==> src/rtl/lsu_mem_req.sv <==
// Load/store request engine: issues one word-aligned memory request per op,
// waits for grant and load data, and returns one extended result per op.
module lsu_mem_req #(
  parameter int TIMEOUT = 16
) (
  input  logic        clk,
  input  logic        reset,
  input  logic        op_valid,
  output logic        op_ready,
  input  logic [2:0]  op_type,
  input  logic [31:0] op_addr,
  input  logic [31:0] op_wdata,
  input  logic [31:0] op_pc,
  output logic        mem_req,
  input  logic        mem_gnt,
  output logic        mem_we,
  output logic [31:0] mem_addr,
  output logic [3:0]  mem_be,
  output logic [31:0] mem_wdata,
  input  logic        mem_rvalid,
  input  logic [31:0] mem_rdata,
  output logic        res_valid,
  output logic [31:0] res_data,
  output logic [1:0]  res_exc,
  output logic [31:0] res_pc
);

  localparam logic [1:0] S_IDLE = 2'd0;
  localparam logic [1:0] S_REQ  = 2'd1;
  localparam logic [1:0] S_WAIT = 2'd2;
  localparam logic [1:0] S_DONE = 2'd3;
  localparam int         CW     = $clog2(TIMEOUT + 1);

  localparam logic [1:0] EXC_OK    = 2'b00;
  localparam logic [1:0] EXC_ALIGN = 2'b01;
  localparam logic [1:0] EXC_TMO   = 2'b10;

  logic [1:0]    state;
  logic [2:0]    typ;
  logic [1:0]    addr_lo;
  logic [CW-1:0] cnt;

  function automatic logic is_store(input logic [2:0] t);
    return t[2] & (t[1] | t[0]);
  endfunction

  function automatic logic misaligned(input logic [2:0] t, input logic [1:0] a);
    case (t)
      3'b000, 3'b101:         return a != 2'b00;
      3'b001, 3'b010, 3'b110: return a[0];
      default:                return 1'b0;
    endcase
  endfunction

  function automatic logic [3:0] be_of(input logic [2:0] t, input logic [1:0] a);
    case (t)
      3'b000, 3'b101:         return 4'b1111;
      3'b001, 3'b010, 3'b110: return a[1] ? 4'b1100 : 4'b0011;
      default:                return 4'b0001 << a;
    endcase
  endfunction

  function automatic logic [31:0] wdata_of(input logic [2:0] t, input logic [31:0] d);
    case (t)
      3'b101:  return d;
      3'b110:  return {2{d[15:0]}};
      3'b111:  return {4{d[7:0]}};
      default: return 32'h0000_0000;
    endcase
  endfunction

  // Pick the addressed lane out of the returned word and extend it.
  function automatic logic [31:0] extract(input logic [2:0] t, input logic [1:0] a,
                                          input logic [31:0] rd);
    logic [15:0] h;
    logic [7:0]  b;
    h = a[1] ? rd[31:16] : rd[15:0];
    b = rd[8*a +: 8];
    case (t)
      3'b001:  return {{16{h[15]}}, h};
      3'b010:  return {16'h0000, h};
      3'b011:  return {{24{b[7]}}, b};
      3'b100:  return {24'h00_0000, b};
      default: return rd;
    endcase
  endfunction

  // Request FSM; every output is a register updated alongside the state.
  always_ff @(posedge clk or posedge reset) begin
    if (reset) begin
      state     <= S_IDLE;
      typ       <= 3'b000;
      addr_lo   <= 2'b00;
      cnt       <= '0;
      op_ready  <= 1'b1;
      mem_req   <= 1'b0;
      mem_we    <= 1'b0;
      mem_addr  <= 32'h0000_0000;
      mem_be    <= 4'b0000;
      mem_wdata <= 32'h0000_0000;
      res_valid <= 1'b0;
      res_data  <= 32'h0000_0000;
      res_exc   <= 2'b00;
      res_pc    <= 32'h0000_0000;
    end else begin
      res_valid <= 1'b0;
      case (state)
        S_IDLE: begin
          if (op_valid) begin
            typ       <= op_type;
            addr_lo   <= op_addr[1:0];
            res_pc    <= op_pc;
            op_ready  <= 1'b0;
            mem_we    <= is_store(op_type);
            mem_addr  <= {op_addr[31:2], 2'b00};
            mem_be    <= be_of(op_type, op_addr[1:0]);
            mem_wdata <= wdata_of(op_type, op_wdata);
            if (misaligned(op_type, op_addr[1:0])) begin
              state     <= S_DONE;
              res_valid <= 1'b1;
              res_exc   <= EXC_ALIGN;
              res_data  <= 32'h0000_0000;
            end else begin
              state   <= S_REQ;
              mem_req <= 1'b1;
            end
          end
        end
        S_REQ: begin
          if (mem_gnt) begin
            mem_req <= 1'b0;
            if (is_store(typ)) begin
              state     <= S_DONE;
              res_valid <= 1'b1;
              res_exc   <= EXC_OK;
              res_data  <= 32'h0000_0000;
            end else begin
              state <= S_WAIT;
              cnt   <= '0;
            end
          end
        end
        S_WAIT: begin
          // A response arriving on the last allowed cycle still wins over timeout.
          if (mem_rvalid) begin
            state     <= S_DONE;
            res_valid <= 1'b1;
            res_exc   <= EXC_OK;
            res_data  <= extract(typ, addr_lo, mem_rdata);
          end else if (cnt == CW'(TIMEOUT - 1)) begin
            state     <= S_DONE;
            res_valid <= 1'b1;
            res_exc   <= EXC_TMO;
            res_data  <= 32'h0000_0000;
          end else begin
            cnt <= cnt + CW'(1);
          end
        end
        S_DONE: begin
          state    <= S_IDLE;
          op_ready <= 1'b1;
        end
        default: begin
          state    <= S_IDLE;
          op_ready <= 1'b1;
          mem_req  <= 1'b0;
        end
      endcase
    end
  end

endmodule
==> config.mk <==
export PLATFORM = sky130hd
export DESIGN_NAME = lsu_mem_req
export DESIGN_NICKNAME = d
export VERILOG_FILES = /design/src/rtl/lsu_mem_req.sv
export SDC_FILE = /design/constraint.sdc
export NUM_CORES = 1
export LEC_CHECK = 0
export ABC_AREA = 1
export CAP_MARGIN = 20
export CORE_ASPECT_RATIO = 0.75
export CORE_MARGIN = 2
export CORE_UTILIZATION = 45
export CTS_CLUSTER_DIAMETER = 200
export DETAILED_ROUTE_END_ITERATION = 10
export GPL_ROUTABILITY_DRIVEN = 0
export HOLD_SLACK_MARGIN = 0.15
export PLACE_DENSITY_LB_ADDON = 0.3
export SLEW_MARGIN = 25
export SYNTH_ARGS = -nofsm -noshare
export SYNTH_HDL_FRONTEND = slang
export SYNTH_SLANG_ARGS = --single-unit
==> constraint.sdc <==
create_clock -name clk -period 5.47 [get_ports clk]
set_input_delay 1.094 -clock clk [delete_from_list [all_inputs] [get_ports clk]]
set_output_delay 1.094 -clock clk [all_outputs]
set_load 0.01 [all_outputs]
# --- Word level (Yosys, flattened, before mapping) ---
# Cells that the tools add are included.
op_classes:
  n_bitwise: 4
  n_eq_ne: 22
  addsub: 1
  shift: 2
  n_mux: 47
  reduce_logical: 15
ops:
  columns: ["op", "n"]
  rows:
  - ["2-to-1 mux 32 bit", 6]
  - ["one-hot mux 32 bit (3 select lines)", 2]
  - ["one-hot mux 32 bit (4 select lines)", 1]
  - ["variable part select 32 x 6 -> 8 bit", 1]
  - ["2-to-1 mux 2 bit", 11]
  - ["2-to-1 mux 5 bit", 4]
  - ["2-to-1 mux 16 bit", 1]
  - ["!= test 2 bit, second input constant", 8]
  - ["2-to-1 mux 1 bit", 13]
  - ["equality test 3 bit, second input constant", 4]
  - ["one-hot mux 5 bit (2 select lines)", 1]
  - ["equality test 3 x 2 -> 1 bit, second input constant", 3]
  - ["one-hot mux 2 bit (4 select lines)", 1]
  - ["one-hot mux 4 bit (2 select lines)", 1]
  - ["nonzero test 2 bit", 4]
  - ["equality test 3 x 1 -> 1 bit, second input constant", 2]
  - ["one-hot mux 1 bit (2 select lines)", 3]
  - ["one-hot mux 2 bit (3 select lines)", 1]
  - ["AND reduction 6 bit", 1]
  - ["adder 5 x 1 -> 5 bit, second input constant", 1]
  - ["equality test 5 x 4 -> 1 bit, second input constant", 1]
  - ["AND reduction 5 bit", 1]
  - ["equality test 2 bit, second input constant", 2]
  - ["2-to-1 mux 4 bit", 1]
  - ["other kinds (14)", 17]
totals:
  input_bits: 136
  register_bits: 148
  elab_cells: 105

# --- Logic depth before layout (Yosys ltp) ---
# Gate-level depths: netlist of the first run.
logic_depth:
  depth_word: 8
  mapped_depth: 13
  ltp_nobuf: 12

# --- Worst setup path before layout of the first run ---
# No wires, ideal clock.
synth_path:
  kind: "input-to-reg"
  start: "input port op_addr[0]"
  end: "register res_data[17]"
  t_required_ns: 5.352
  cell_stages: 8
  setup_ns: 0.118
  path_slack_ns: 3.387
  arrival_ns: 1.965
  cell_sequence: "or2_2 nand2_2 nand3_4 nand2_4 inv_4 buf_6 nand3b_1 nand2_1"
synth_between:
  elab_chain_len: 6
synth_lines:
  columns: ["item", "line", "rtl"]
  rows:
  - ["start: declaration", "11", "input logic [31:0] op_addr,"]
  - ["nonzero test 2 bit", "49", "3'b000, 3'b101: return a != 2'b00;"]
  - ["one-hot mux 1 bit (2 select lines) *", "48", "case (t)"]
  - ["2-to-1 mux 1 bit *", "109", "if (op_valid) begin"]
  - ["2-to-1 mux 1 bit *", "107", "case (state)"]
  - ["!= test 2 bit (no line) *", null, null]
  - ["AND reduction 6 bit (no line) *", null, null]
  - ["end signal: assignment", "149", "res_data <= extract(typ, addr_lo, mem_rdata);"]
  - ["end: declaration", "23", "output logic [31:0] res_data,"]
# Mark *: on every way between the ends. The rest lies on a longest branch, timed or not. The select of a mux whose other input is x is not followed.
# A chain may end at the register's enable or synchronous reset.

# --- Worst setup path after layout of the first run ---
layout_path:
  start: "input port op_type[1]"
  end: "register res_exc[1]"
layout_between:
  elab_chain_len: 7
  elab_cells_between_ends: 12
  cone_classes: "eq/ne: 5; mux: 3; reduce/logical: 4"
layout_lines:
  columns: ["item", "line", "rtl"]
  rows:
  - ["start: declaration", "10", "input logic [2:0] op_type,"]
  - ["equality test 3 x 1 -> 1 bit, or another cell as far along", "48", null]
  - ["OR reduction 3 bit or OR reduction 2 bit (tied branches)", "48", null]
  - ["one-hot mux 1 bit (2 select lines) *", "48", null]
  - ["2-to-1 mux 1 bit *", "109", null]
  - ["2-to-1 mux 1 bit *", "107", null]
  - ["!= test 2 bit (no line) *", null, null]
  - ["AND reduction 6 bit (no line) *", null, null]
  - ["end signal: assignment", "103", "res_exc <= 2'b00;"]
  - ["end signal: assignment", "121", "res_exc <= EXC_ALIGN;"]
  - ["end signal: assignment", "135", "res_exc <= EXC_OK;"]
  - ["end: declaration", "24", "output logic [1:0] res_exc,"]
# Marked as above.

==> results.json, run 1 <==
{
  "status": "finished, final reports clean",
  "firstDrtPassIters": 5,
  "grt.overflow.total": 0,
  "grt_pass1_vias": 7030,
  "avgRoutedWirePerCell_um": 16.21,
  "ff2ff_setup_slack_ns": 2.87,
  "holdWs_ns": 0.4779,
  "cts-root-buf": "clkbuf_16",
  "start_util_pct": 46.01,
  "hpwl_um": 15840,
  "min_period_over_period_pct": 54.95,
  "synthFlopType": "dfrtp_1",
  "max_cap_violations": 0,
  "reg2reg_from": "state[0]$_DFFE_PP0P_",
  "synthDistinctLibCells": 39,
  "drt_iter0_markers": 529,
  "post_cts_buffers": 0,
  "ios": 274,
  "wl_um": 22890,
  "slew-limit-headroom_pct": 32.76,
  "grt_max_degree": 110,
  "drcViolationCount": 0,
  "path_delay_family": "buffers and inverters",
  "numCtsBuffers": 17,
  "place.port_buffers": 271,
  "cp.arrival_ns": 3.35,
  "endpoint_kind": "register",
  "drtAntennaViolNets": 0,
  "cts_max_level": 4,
  "ctsHoldBuffers": 0,
  "path_max_fanout": 44,
  "crit_start": "op_type[1]",
  "synth_seq_cells": 148,
  "die_y_um": 114.8,
  "setup_tns_ns": 0,
  "cts_resized": 0,
  "vias": 7247,
  "worstRegToRegCells": 7,
  "synth_area_um2": 7368,
  "async_reset_ff_share_pct": 100.0,
  "cts.sinks": 148,
  "die_x_um": 151.8,
  "synthCells": 945,
  "viasPerCell": 5.132,
  "tritoncts": "done",
  "nets": 1330,
  "core_area_um2": 16020,
  "min_from": "res_data[9]$_DFFE_PP0P_",
  "seq_area_frac_synth_pct": 50.28,
  "grt_pass1_wl_um": 36060,
  "slowest_stage": "clkdlybuf4s50_1",
  "cellLeakagePower_nw": 5.298,
  "avgSynthCellArea_um2": 7.797,
  "drive_above_1_share_pct": 5.412,
  "area_growth_pct": 45.03,
  "ys_warn_count": 0,
  "slowest_delay_ns": 0.47,
  "power_density_nw_per_um2": 570.8,
  "cp_num_buf_inv": 3,
  "dieArea_um2": 17420,
  "ir_worst_vdd_mv": 0.3453,
  "cts_buffer_depth": 2,
  "setup_viol": 0,
  "fmax_ghz": 0.3327,
  "clkLatencyLatePin_ns": 0.43,
  "tightest_slew_ns": 1.009,
  "cpMostUsedCell": "nand2_1",
  "fillCellCount": 1336,
  "hold_path.class": "register to register",
  "start_kind": "primary input",
  "path_cells": "clkdlybuf4s50_1, inv_2, nand3_1, nand2_1, nand2_2, nand3_4, nand2_4, inv_4, nand2_1, o21ai_0",
  "rows": 40,
  "grt_usage_pct": 26.81,
  "slew_viol_final": 0,
  "synth-edff-count": 0,
  "grt_setup_unrepaired": "false",
  "power_w": 0.006099,
  "fin_skew_ns": 0.008193,
  "period_needed_ns": 3.006,
  "required_ns": 5.81,
  "clkTransAtPathRegs_ns": 0.06,
  "antenna_found_initial": 0,
  "holdPathStages": 2,
  "final-hold-violation-count": 0,
  "cp.depth": 10,
  "worst-setup-path-type": "primary input to register"
}
==> metrics by stage <==
step           instances  utilization (%)  cell area [um2]  setup slack (ns)
3_3_place_gp        1379            62.91            10080             2.113
2_1_floorplan        946                -             7372            0.3980
5_1_grt             1411            66.71            10680             2.308
6_report            1412            66.73            10690             2.464
3_5_place_dp        1379            62.93            10080             1.944
4_1_cts             1411            66.69            10680             2.408
==> cell type report <==
cell class / count / area (um2) / area share, %
clock inverters: 11 / 151.4 / 1.417
multi-input cells: 684 / 3126 / 29.25
well taps: 210 / 262.8 / 2.459
flip-flops and latches: 148 / 3705 / 34.67
clock buffers: 21 / 450.4 / 4.215
inverters: 62 / 242.7 / 2.271
diodes: 1 / 2.502 / 0.02342
repair buffers: 275 / 2746 / 25.70
==> synth_stat cells, drive strengths merged (3+ instances only) <==
cell    number  share of area, %
a21oi       25               1.7
buf         36               3.4
clkbuf      16              0.82
dfrtp      147                50
ha           6               1.0
inv         62               3.2
nand2      424                22
nand3       67               5.4
nand3b      15               1.5
nand4       12               1.1
nor2        47               2.4
o211ai       6              0.61
o21a         3              0.31
o21ai       61               4.2
o311ai       8              0.95
==> sequential cells by signal (all words and copies together) (netlist names) <==
signal / cells
cnt: 5
res_valid: 1
mem_wdata: 32
op_ready: 1
typ: 3
mem_be: 4
mem_req: 1
res_exc: 2
state: 2
res_data: 32
res_pc: 32
addr_lo: 2
mem_addr: 30
mem_we: 1
==> power by group <==
group	total [W]	switching [W]	internal [W]
clock network	0.00121	0.000476	0.000731
logic	0.00296	0.00162	0.00134
registers	0.00193	0.000350	0.00158
==> tightest hold or removal path, stage by stage, from the launching register on <==
cell     delay [ns]
dfrtp_1        0.34
nand2_1        0.05
nand2_1        0.05
==> layer usage <==
| metal | track usage [%] | wire [um] | vias to the layer above |
|---|---|---|---|
| met2 | 42.49 | 10810 | 287 |
| met3 | 9.325 | 2204 | 32 |
| met4 | 8.148 | 357 | 0 |
| met5 | 0 | 0 | - |
| li1 | - | - | 3492 |
| met1 | 34.97 | 9524 | 3436 |
==> kinds of logic after synthesis <==
| kind of cell | Yosys count | synth area share [%] |
|---|---|---|
| DFF | 148 | 50.28 |
| muxes | 1 | 0.1359 |
| and+or+nand+nor | 567 | 32.72 |
| adders and majority gates | 6 | 1.019 |
| other | 1 | 0.05089 |
| buffers and inverters | 114 | 7.455 |
| AOI/OAI and AO/OA | 108 | 8.338 |
==> final timing paths <==
| path | end |
|---|---|
| max reg2reg | mem_wdata[20]$_DFFE_PP0P_ |
| max | res_exc[1]$_DFFE_PP0P_ |
| min | res_data[9]$_DFFE_PP0P_ |
| min reg2reg | res_data[9]$_DFFE_PP0P_ |
| min in group asynchronous | mem_addr[16]$_DFFE_PP0P_ |
| max in group asynchronous | mem_addr[28]$_DFFE_PP0P_ |
==> placed cells by master (no fill, tap or decap), types with 7 or more instances in the layout <==
cell type / count
dfrtp_1: 147
o21ai_0: 43
o311ai_0: 7
nand2_1: 416
o21ai_1: 16
clkdlybuf4s50_1: 271
nand3b_1: 15
inv_1: 53
clkbuf_16: 17
a21oi_1: 25
nand3_1: 59
nand4_1: 11
nor2_1: 46
(Power assumes the default switching activity.)
==> run 2: changes to the inputs <==
--- a/config.mk
+++ b/config.mk
@@ -9,7 +9,7 @@
 export CAP_MARGIN = 20
 export CORE_ASPECT_RATIO = 0.75
 export CORE_MARGIN = 2
-export CORE_UTILIZATION = 45
+export CORE_UTILIZATION = 41
 export CTS_CLUSTER_DIAMETER = 200
 export DETAILED_ROUTE_END_ITERATION = 10
 export GPL_ROUTABILITY_DRIVEN = 0
==> constraint.sdc (replaced) <==
create_clock -name clk -period 2.6 [get_ports clk]
set_input_delay 0.52 -clock clk [delete_from_list [all_inputs] [get_ports clk]]
set_output_delay 0.52 -clock clk [all_outputs]
set_load 0.01 [all_outputs]
==> run 2 against run 1 <==
Power up 110%; sequential share of layout area shrank 0.59 points; wire length increased by 0.21%; critical path depth up 1; combinational power up 120%; non-clock buffer count increased by 10; critical path type is now register to register; hold slack worse by 0.079 ns; clock skew is 0.00061 ns higher.
==> results.json, run 2 (synthesis results as in run 1) <==
{
  "rows": 42,
  "pwr-share-comb_pct": 49.3,
  "ctsHoldBuffers": 0,
  "wl_um": 22940,
  "dp_slack_ns": 0.2735,
  "nets": 1340,
  "vias": 7192,
  "setup_viol": 0,
  "grt_setup_unrepaired": "false",
  "clkLatencyLatePin_ns": 0.43,
  "setup_tns_ns": 0,
  "cts-root-buf": "clkbuf_16",
  "required_ns": 2.94,
  "grt_max_degree": 66,
  "layout_commonest_cell": "nand2_1",
  "grt.overflow.total": 0,
  "viasPerCell": 4.950,
  "regArea_um2": 3705,
  "status": "finished, final reports clean",
  "setup_ws_ns": 0.4259,
  "final_cell_mix": "416 x nand2_1, 271 x clkdlybuf4s50_1, 147 x dfrtp_1, 59 x nand3_1, 53 x inv_1",
  "die_y_um": 120.1,
  "power_density_nw_per_um2": 1199,
  "ios": 274,
  "power_frac_clock_pct": 19.9,
  "cellLeakagePower_nw": 5.382,
  "start_kind": "register",
  "pwr-share-seq_pct": 30.8,
  "antenna_found_initial": 0,
  "endpoint_kind": "register",
  "p_sw_share_pct": 40.32,
  "post_cts_buffers": 0,
  "netSwitchingPower_w": 0.005254,
  "dieArea_um2": 19070,
  "avgRoutedWirePerCell_um": 15.79,
  "ff2ff_setup_slack_ns": 0.43,
  "multiInputGateArea_um2": 3126,
  "period_needed_ns": 2.174,
  "path_max_fanout": 24,
  "area_growth_pct": 47.55,
  "die_x_um": 158.8,
  "post-route-util_pct": 61.76,
  "timing.rr.end": "res_exc[1]$_DFFE_PP0P_",
  "cts.sinks": 148,
  "fillCellCount": 1522,
  "ir_worst_vdd_mv": 0.6523,
  "drive_above_1_share_pct": 6.441,
  "drtAntennaViolNets": 0,
  "place.port_buffers": 271,
  "worst-setup-path-type": "register to register",
  "min_period_over_period_pct": 83.62,
  "final-hold-violation-count": 0,
  "hold_path.class": "primary input to async pin",
  "clkTransAtPathRegs_ns": 0.06,
  "numCtsBuffers": 17,
  "max_cap_violations": 0,
  "tritoncts": "done",
  "top_regs": "mem_wdata (32), res_data (32), res_pc (32)",
  "drt_iter0_markers": 486,
  "core_area_um2": 17600,
  "p_int_w": 0.007778,
  "cts_resized": 0,
  "slew_viol_final": 0,
  "reg2reg_from": "state[1]$_DFFE_PP0P_",
  "drcViolationCount": 0,
  "grt_usage_pct": 24.64,
  "hpwl_um": 16380,
  "slew-limit-headroom_pct": 62.38,
  "cts_max_level": 4,
  "firstDrtPassIters": 5,
  "cp.arrival_ns": 2.52,
  "antenna_cells": 0,
  "fin_skew_ns": 0.008802,
  "start_util_pct": 41.86,
  "tightest_slew_ns": 0.5643,
  "cts_buffer_depth": 2,
  "grt_pass1_wl_um": 37210,
  "grt_pass1_vias": 7107,
  "fmax_ghz": 0.4600,
  "worstRegToRegCells": 11
}
run 2: changes by cell type in the layout (fill, tap and decap cells not counted), sizes merged:
cell,change
inv,+5
clkinvlp,-1
clkbuf,-4
buf,+10
diode,-1
run 2: metrics by stage:
stage,hold slack [ns],power [W],instances,area (um2)
final,0.3989,0.01303,1453,10870
after CTS,0.3995,0.01311,1453,10870
after global placement,0.4616,0.01032,1421,10250
after floorplan,0.4683,0.007557,946,7376
after detailed placement,0.4638,0.01041,1421,10250
after global routing,0.4106,0.01395,1453,10870
run 2: worst max path at each step:
stage	start	to	slack, ns	cells past startpoint
floorplan	reset	addr_lo[0]$_DFFE_PP0P_	0.22	1
global placement	op_valid	res_exc[0]$_DFFE_PP0P_	0.32	11
detailed placement	op_valid	res_exc[0]$_DFFE_PP0P_	0.27	11
CTS	state[1]$_DFFE_PP0P_	res_exc[1]$_DFFE_PP0P_	0.44	11
global route	cnt[0]$_DFFE_PP0P_	res_exc[1]$_DFFE_PP0P_	0.18	12
finish	state[1]$_DFFE_PP0P_	res_exc[1]$_DFFE_PP0P_	0.43	11
run 2: critical path, stage by stage (launching register included):
cell and delay, ns:
dfrtp_1 0.42, inv_1 0.10, ha_1 0.31, nand2_1 0.15, nand2_1 0.08, inv_1 0.07, nand3_1 0.06, nor2_1 0.20
nand2_4 0.18, inv_4 0.27, nand2_1 0.12, o21ai_0 0.15
run 2: final cells by class:
cell class                 instances  share of cell area (%)
multi-input combinational        684                   28.75
clock buffer                      17                   3.913
timing repair buffer             285                   26.49
inverter                          62                   2.198
tap                              242                   2.785
clock inverter                    15                   1.784
sequential                       148                   34.08
run 2: power by group through the flow:
stage / clock, W / sequential (W) / combinational [W]
6_report: 0.00259 / 0.00401 / 0.00642
5_1_grt: 0.00274 / 0.00414 / 0.00706
4_1_cts: 0.00264 / 0.00401 / 0.00646
3_5_place_dp: 0 / 0.00398 / 0.00643
3_3_place_gp: 0 / 0.00401 / 0.00631
2_1_floorplan: 0 / 0.00436 / 0.00320
run 2: routing by layer:
metal / share of wire (%) / vias up / GRT usage [%]
met5: 0 / - / 0
met4: 0.99 / 0 / 5.677
met3: 8.4 / 16 / 7.708
met2: 45 / 254 / 38.70
met1: 45 / 3404 / 33.53
li1: - / 3518 / -
==> run 3: changes to the inputs <==
==> constraint.sdc (replaced) <==
create_clock -name clk -period 1.9 [get_ports clk]
set_input_delay 0.38 -clock clk [delete_from_list [all_inputs] [get_ports clk]]
set_output_delay 0.38 -clock clk [all_outputs]
set_load 0.01 [all_outputs]
==> run 3 against run 2 <==
The flow now finishes with violations (negative setup slack); maximum frequency increased by 11%; via count increased by 3.7%; power increased by 46%; non-clock buffer count increased by 34; clock skew increased by 0.0057 ns; setup slack got worse by 0.48 ns; sequential cell count unchanged; critical path depth increased by 2; sequential power increased by 36%; design area increased by 4.6%; combinational power increased by 59%; critical path type unchanged; critical endpoint is now res_data[13]$_DFFE_PP0P_; largest cell class unchanged.
==> results.json, run 3 (synthesis results as in run 1) <==
{
  "final-hold-violation-count": 0,
  "clkLatencyLatePin_ns": 0.42,
  "place.port_buffers": 271,
  "antenna_found_initial": 0,
  "numCtsBuffers": 17,
  "min_period_over_period_pct": 102.8,
  "final_cell_mix": "413 x nand2_1, 270 x clkdlybuf4s50_1, 147 x dfrtp_1, 54 x nand3_1, 53 x inv_1",
  "drive_above_1_share_pct": 11.08,
  "nets": 1374,
  "tightest_slew_ns": 0.6592,
  "post-route-util_pct": 64.59,
  "power_density_nw_per_um2": 1677,
  "viasPerCell": 5.013,
  "max_cap_violations": 0,
  "die_x_um": 158.8,
  "ctsHoldBuffers": 0,
  "ir_worst_vdd_mv": 0.7443,
  "firstDrtPassIters": 6,
  "drt_iter0_markers": 525,
  "die_y_um": 120.1,
  "failed_checks": "negative setup slack",
  "clkTransAtPathRegs_ns": 0.06,
  "grt_pass1_vias": 7242,
  "drtAntennaViolNets": 0,
  "fillCellCount": 1466,
  "grt_usage_pct": 24.52,
  "area_growth_pct": 54.32,
  "antenna_cells": 0,
  "grt.overflow.total": 0,
  "ios": 274,
  "required_ns": 2.26,
  "grt_max_degree": 91,
  "drcViolationCount": 0,
  "slowest_stage": "dfrtp_1",
  "hold_path.class": "primary input to async pin",
  "dieArea_um2": 19070,
  "path_max_fanout": 10,
  "fmax_ghz": 0.5120,
  "avgRoutedWirePerCell_um": 16.06,
  "setup_ws_ns": -0.05322,
  "cts_buffer_depth": 2,
  "wl_um": 23880,
  "vias": 7455,
  "start_util_pct": 41.86,
  "slew_viol_final": 0,
  "slowest_delay_ns": 0.39,
  "top_regs": "mem_wdata (32), res_data (32), res_pc (32)",
  "layout_commonest_cell": "nand2_1",
  "hpwl_um": 16610,
  "path_delay_family": "simple AND/OR/NAND/NOR gates",
  "endpoint_kind": "register",
  "cts-root-buf": "clkbuf_16",
  "cts.sinks": 148,
  "setup_viol": 31,
  "grt_pass1_wl_um": 37230,
  "rows": 42,
  "status": "finished with violations",
  "path_cells": "ha_2, nand2_2, nor2_4, ha_2, nor2_1, nand2_1, nand3_2, nor2_4, nand2_8, clkinv_8, clkbuf_16, nand3b_1, nand2_1",
  "grt_setup_unrepaired": "true",
  "cellLeakagePower_nw": 5.593,
  "slew-limit-headroom_pct": 55.81,
  "start_kind": "register",
  "cp.arrival_ns": 2.31,
  "power_w": 0.01907,
  "period_needed_ns": 1.953,
  "tritoncts": "done",
  "core_area_um2": 17600,
  "fin_skew_ns": 0.01446,
  "cts_max_level": 4,
  "worst-setup-path-type": "register to register",
  "cp_num_buf_inv": 2
}
run 3: changes by cell type in the layout (fill, tap and decap cells not counted), sizes merged, moves of 3 or more:
| cell | previous run | this run |
|---|---|---|
| buf | 14 | 44 |
| clkinv | 3 | 6 |
| clkbuf | 17 | 23 |
| inv | 68 | 63 |
run 3: layer usage:
layer	vias to the layer above	part of all wire (%)	global-route usage (%)
met1	3524	42	31.60
met4	0	2.1	8.486
met2	312	47	39.11
met5	-	0	0
li1	3580	-	-
met3	39	9.4	7.916
run 3: final timing paths:
check | endpoint | start | cells after the start | slack [ns]
max reg2reg | res_data[13]$_DFFE_PP0P_ | cnt[0]$_DFFE_PP0P_ | 13 | -0.05
min | cnt[1]$_DFFE_PP0P_ | reset | 3 | 0.41
min reg2reg | res_pc[3]$_DFFE_PP0P_ | res_pc[3]$_DFFE_PP0P_ | 2 | 0.48
max in group asynchronous | mem_be[1]$_DFFE_PP0P_ | reset | 3 | 1.02
min in group clk | res_pc[3]$_DFFE_PP0P_ | res_pc[3]$_DFFE_PP0P_ | 2 | 0.48
max | res_data[13]$_DFFE_PP0P_ | cnt[0]$_DFFE_PP0P_ | 13 | -0.05
run 3: repair_timing:
item,CTS,global route
cloned,0,5
resized for setup,6,43
buffers inserted,0,2
pin swaps,0,16
endpoints found under the setup margin,36,49
run 3: cell type report:
cell class / instances / area (um2) / area share (%)
Sequential cell: 148 / 3705 / 32.58
Timing Repair Buffer: 319 / 3263 / 28.70
Multi-Input combinational cell: 684 / 3259 / 28.66
Clock buffer: 19 / 442.9 / 3.895
Tap cell: 242 / 302.8 / 2.663
Inverter: 62 / 249.0 / 2.190
Clock inverter: 13 / 148.9 / 1.309
run 3: where the power goes:
group	switching (W)	total (W)	leakage [nW]	internal [W]
sequential	0.000887	0.00545	1.92	0.00456
combinational	0.00535	0.0102	3.40	0.00487
clock	0.00141	0.00340	0.281	0.00199
run 3: stage by stage:
| stage | cell area, um2 | setup slack [ns] | TNS [ns] | cells | hold WS [ns] |
|---|---|---|---|---|---|
| after detailed placement | 10510 | -0.1784 | -7.003 | 1448 | 0.4635 |
| after CTS | 11100 | 0.0003701 | 0 | 1480 | 0.4349 |
| final | 11370 | -0.05322 | -0.9634 | 1487 | 0.4132 |
| after global placement | 10510 | -0.08916 | -3.213 | 1448 | 0.4608 |
| after global routing | 11370 | -0.1906 | -5.875 | 1487 | 0.4649 |
| after floorplan | 7376 | -0.3402 | -50.01 | 946 | 0.4683 |
run 3: tightest hold or removal path: cells and delay by family:
family / cells / cell delay (ns)
buffers and inverters: 3 / 0.84
